`src/rtl/mips32_pkg.sv`:
```
// Shared MIPS32 definitions: default bus widths and the requester IDs used
// for memory response routing.
package mips32_pkg;

   localparam int DEF_ADDR_W = 10;
   localparam int DEF_DATA_W = 32;

   typedef enum logic [1:0] {
      OWN_NONE = 2'd0,
      OWN_IF   = 2'd1,
      OWN_DM   = 2'd2,
      OWN_DBG  = 2'd3
   } owner_e;

endpackage

```
`src/rtl/mips32_starve_ctr.sv`:
```
// Saturating count of consecutive instruction-fetch denials; the starved flag
// lets fetch win against the data stage.
module mips32_starve_ctr #(
   parameter int MAX = 4
) (
   input  logic       clk,
   input  logic       rst_n,
   input  logic       clr,
   input  logic       inc,
   output logic [3:0] cnt,
   output logic       starved
);

   localparam logic [3:0] MAX_C = 4'(MAX);

   always_ff @(posedge clk or negedge rst_n) begin
      if (!rst_n) begin
         cnt <= 4'd0;
      end else if (clr) begin
         cnt <= 4'd0;
      end else if (inc && !starved) begin
         cnt <= cnt + 4'd1;
      end
   end

   assign starved = (cnt == MAX_C);

endmodule

```
`src/rtl/mips32_mem_arbiter.sv`:
```
// Single-port memory arbiter for IF, DM and DBG with a one-cycle read
// response routed back to the requester that issued it.
module mips32_mem_arbiter
   import mips32_pkg::*;
#(
   parameter int ADDR_W     = DEF_ADDR_W,
   parameter int DATA_W     = DEF_DATA_W,
   parameter int STARVE_MAX = 4
) (
   input  logic              clk,
   input  logic              rst_n,
   input  logic              if_req,
   input  logic [ADDR_W-1:0] if_addr,
   output logic              if_gnt,
   output logic              if_rvalid,
   output logic [DATA_W-1:0] if_rdata,
   input  logic              dm_req,
   input  logic              dm_we,
   input  logic [ADDR_W-1:0] dm_addr,
   input  logic [DATA_W-1:0] dm_wdata,
   output logic              dm_gnt,
   output logic              dm_rvalid,
   output logic [DATA_W-1:0] dm_rdata,
   input  logic              dbg_req,
   input  logic              dbg_we,
   input  logic [ADDR_W-1:0] dbg_addr,
   input  logic [DATA_W-1:0] dbg_wdata,
   output logic              dbg_gnt,
   output logic              dbg_rvalid,
   output logic [DATA_W-1:0] dbg_rdata,
   output logic              mem_en,
   output logic              mem_we,
   output logic [ADDR_W-1:0] mem_addr,
   output logic [DATA_W-1:0] mem_wdata,
   input  logic [DATA_W-1:0] mem_rdata
);

   owner_e     resp_owner;
   owner_e     resp_next;
   logic [3:0] starve_cnt;
   logic       starved;

   mips32_starve_ctr #(
      .MAX(STARVE_MAX)
   ) u_starve (
      .clk    (clk),
      .rst_n  (rst_n),
      .clr    (!if_req || if_gnt),
      .inc    (if_req && !if_gnt),
      .cnt    (starve_cnt),
      .starved(starved)
   );

   // Grants are gated by rst_n so nothing reaches memory while in reset.
   assign dbg_gnt = rst_n && dbg_req;
   assign dm_gnt  = rst_n && dm_req && !dbg_req && !(starved && if_req);
   assign if_gnt  = rst_n && if_req && !dbg_req && (!dm_req || starved);
   assign mem_en  = if_gnt || dm_gnt || dbg_gnt;

   always_comb begin
      mem_we    = 1'b0;
      mem_addr  = '0;
      mem_wdata = '0;
      resp_next = OWN_NONE;
      if (dbg_gnt) begin
         mem_we    = dbg_we;
         mem_addr  = dbg_addr;
         mem_wdata = dbg_wdata;
         resp_next = dbg_we ? OWN_NONE : OWN_DBG;
      end else if (dm_gnt) begin
         mem_we    = dm_we;
         mem_addr  = dm_addr;
         mem_wdata = dm_wdata;
         resp_next = dm_we ? OWN_NONE : OWN_DM;
      end else if (if_gnt) begin
         mem_addr  = if_addr;
         resp_next = OWN_IF;
      end
   end

   always_ff @(posedge clk or negedge rst_n) begin
      if (!rst_n) begin
         resp_owner <= OWN_NONE;
      end else begin
         resp_owner <= resp_next;
      end
   end

   assign if_rvalid  = (resp_owner == OWN_IF);
   assign dm_rvalid  = (resp_owner == OWN_DM);
   assign dbg_rvalid = (resp_owner == OWN_DBG);
   assign if_rdata   = mem_rdata;
   assign dm_rdata   = mem_rdata;
   assign dbg_rdata  = mem_rdata;

endmodule

```
`config.mk`:
```
export PLATFORM = sky130hd
export DESIGN_NAME = mips32_mem_arbiter
export DESIGN_NICKNAME = d
export VERILOG_FILES = /design/src/rtl/mips32_pkg.sv /design/src/rtl/mips32_starve_ctr.sv /design/src/rtl/mips32_mem_arbiter.sv
export SDC_FILE = /design/constraint.sdc
export NUM_CORES = 1
export LEC_CHECK = 0
export BUFFER_PORTS_ARGS = -buffer_cell sky130_fd_sc_hd__clkbuf_2
export CAP_MARGIN = 25
export CORE_AREA = 2 2 108 110
export DETAILED_ROUTE_END_ITERATION = 7
export DIE_AREA = 0 0 110 112
export PLACE_DENSITY = 0.47
export SKIP_LAST_GASP = 1
export SYNTH_ARGS = -nofsm -noshare
export SYNTH_HDL_FRONTEND = slang
export SYNTH_HIERARCHICAL = 1
export SYNTH_SLANG_ARGS = --single-unit
```
`constraint.sdc`:
```
create_clock -name clk -period 2.2 [get_ports clk]
set_input_delay 0.22 -clock clk [delete_from_list [all_inputs] [get_ports clk]]
set_output_delay 0.22 -clock clk [all_outputs]
set_load 0.02 [all_outputs]
```
==> flow_summary.ini <==
[outcome]
result_of_the_run = finished, final reports clean

[grt]
grt_pass1_wl_um = 8610
grt_pass1_vias = 1595
groute.usage.overall = 0.0953
grt_max_degree = 29
initial_antenna_violation_count = 0
grt_remaining_overflow = 0

[clock_network]
clock-root-buffer = clkbuf_16
clk_pin_slew_ns = 0.03
clock_latency_late_sink_ns = 0.23
cts_inserted_buffers = 3
tritoncts_clock_tree = built
cts.sinks = 6
cts_max_level = 1
maximum_buffer_depth_of_the_clock_tree = 2

[cells_and_area]
final_core_utilization = 0.184
layout-drive-gt1-share = 0.682
final_nets = 404
area_growth_syn_to_layout_pct = 26.9
insertedDiodeCount = 0

[floorplan]
initial_core_util = 0.145
core_sq_um = 11200
fp.dieH_um = 112
die_width_um = 110
io-pin-count = 279
floorplan.die_area_sq_um = 12300
num_rows = 39

[drt]
drtIter0Drc = 59
route.detailed.wl_per_inst_um = 16.2
post_drt_via_cell_ratio = 4.03
drtPass1Iterations = 4
ant_nets = 0
route.final.wire_length_um = 6640
via_count = 1653
drc_errors = 0

[placed_design]
dp_hpwl_um = 5400
pre_cts_ws_ns = -0.00797
placement.io_buffers = 150
place_congestion = 0.725

[synthesis]
synth_seq_cells = 6
yosysUniqueCellTypes = 27
synth_seq_area_share = 0.0929
synth_nets = 338
syn_avg_cell_area_sq_um = 7.96
synth.cell_area_sq_um = 1620
post_synth_inst_count = 203
yosysWarningCount = 6

[sta]
maxSlewHeadroom = 0.773
fin_worst_skew_ns = 0.00117
final-hold-violation-count = 0
hold-worst-slack_ns = 0.204
achievable-frequency_mhz = 466
rsz0062_at_grt = true
setup_slack_ns = 0.0556
max_slew.worst_pin.slew_ns = 0.340
fraction_of_the_cycle_the_final_worst_path_needs = 0.975
min_period_ns = 2.14
final_max_slew_viol_count = 0
setup-violations-final = 0

[setup_path]
crit_type = flop to primary output
timing.critical_path.arrival_ns = 1.92
timing.critical_path.fanout_max = 14
wp_data_required_ns = 1.98
crit_path_end_kind = primary output
cp_startpoint_kind = flop

[power]
p_leak_nw = 1.18
netSwitchingFraction = 0.336
seqPwrFrac = 0.150
cellPowerDensity_nw_per_um2 = 388
p_clk_frac = 0.372
design_power_uw = 797
total_switching_power_uw = 268
combPwrFrac = 0.478
power_report.internal_total_uw = 529
peakVddDrop_uv = 215

[run]
max_cap_viol_count = 0

[hold_path]
hold_path.class = primary input to flop
==> routing by layer <==
layer	GRT usage	share of wire	wire length, um	vias to the layer above
met3	0.0240	0.10	682	36
met2	0.164	0.48	3200	111
met1	0.108	0.38	2550	751
met5	0	0	0	-
met4	0.0456	0.033	216	0
li1	-	-	-	755
==> layout make-up <==
| type | instances | area [sq um] |
|---|---|---|
| Tap cell | 143 | 179 |
| Fill cell | 1279 | 9120 |
| Inverter | 4 | 15.0 |
| Multi-Input combinational cell | 86 | 709 |
| Timing Repair Buffer | 168 | 923 |
| Clock buffer | 3 | 75.1 |
| Sequential cell | 6 | 150 |
==> synth_stat cells (all sizes together) <==
| cell | n | area [sq um] |
|---|---|---|
| buf | 104 | 772 |
| a22o | 33 | 289 |
| and3 | 12 | 75.1 |
| a221o | 10 | 100 |
| dfrtp | 6 | 150 |
| a21oi | 4 | 20.0 |
| clkbuf | 4 | 15.0 |
| nor2b | 4 | 25.0 |
| inv | 3 | 11.3 |
| nand2 | 3 | 11.3 |
| nand3 | 3 | 15.0 |
| a21o | 2 | 17.5 |
| ha | 2 | 25.0 |
| nand2b | 2 | 12.5 |
| nor2 | 2 | 7.51 |
| or3 | 2 | 12.5 |
| and2 | 1 | 6.26 |
| clkinv | 1 | 3.75 |
| nand3b | 1 | 20.0 |
| nand4 | 1 | 6.26 |
| nor3 | 1 | 5.00 |
| o21bai | 1 | 7.51 |
| o2bb2ai | 1 | 8.76 |
==> cells by family (layout without fill, tap and decap cells) <==
| kind of cell | count (synthesis) | in the layout | share of synthesized area |
|---|---|---|---|
| fa+ha+maj | 2 | 2 | 0.0155 |
| buf+inv | 112 | 175 | 0.496 |
| compound gates | 51 | 51 | 0.274 |
| flops | 6 | 6 | 0.0929 |
| simple gates | 32 | 33 | 0.122 |
==> path summary, 6_finish.rpt <==
kind / start / to / slack (ns) / cells past startpoint
worst max-delay path: u_starve/cnt[1] / mem_addr[3] / 0.06 / 8
worst min-delay path: dbg_we / resp_owner[1] / 0.20 / 2
worst max register to register: u_starve/cnt[0] / u_starve/cnt[3] / 0.31 / 11
worst min register to register: u_starve/cnt[3] / u_starve/cnt[3] / 0.55 / 2
max in group asynchronous: rst_n / u_starve/cnt[3] / 1.39 / 3
min in group asynchronous: rst_n / u_starve/cnt[2] / 0.60 / 3
==> repair_timing <==
| action | CTS | global route |
|---|---|---|
| pin swaps | 2 | 0 |
| gates resized for setup | 11 | 0 |
| endpoints found under the hold margin | 6 | 0 |
| hold buffers | 1 | 0 |
| setup buffers | 4 | 1 |
| cloned | 1 | 1 |
| setup endpoints to repair | 44 | 24 |
==> metrics by stage <==
| step | cell area (sq um) | setup TNS [ns] | cells |
|---|---|---|---|
| 6_report | 2050 | 0 | 410 |
| 5_1_grt | 2050 | -0.143 | 410 |
| 4_1_cts | 2020 | 0 | 408 |
| 3_5_place_dp | 1870 | -0.00797 | 400 |
| 3_3_place_gp | 1870 | 0 | 400 |
| 2_1_floorplan | 1620 | 0 | 203 |
==> flip-flops by register name (all words and copies together), names as in the netlist <==
name          cells
resp_owner        2
u_starve/cnt      4
==> worst max-delay path, cell delays in order, from the launching register on <==
cell and delay [ns]:
dfrtp_1 0.37, inv_2 0.08, ha_4 0.14, nand3b_4 0.07, inv_2 0.08, nand2_1 0.07
and3_2 0.33, a221o_1 0.39, clkbuf_2 0.16
==> placed cells by master, fill, tap and decap left out, drive strengths merged <==
master       count
a21o             2
o21bai           1
clkbuf         153
nand2            3
nand3b           1
buf             17
dfrtp            6
nand3            3
and3            13
nand4            1
and2             1
a221o           10
clkinv           1
ha               2
inv              3
nand2b           2
nor3             1
nor2b            4
or3              2
a22o            33
nor2             2
dlygate4sd3      1
a21oi            4
o2bb2ai          1
==> power by group through the flow <==
stage	clock network, mW	registers, mW	logic (mW)
after floorplan	0	0.120	0.432
after global placement	0	0.120	0.361
after detailed placement	0	0.121	0.363
after CTS	0.303	0.119	0.381
after global routing	0.312	0.120	0.415
final	0.297	0.119	0.381
Power figures use the tool's default switching activity.
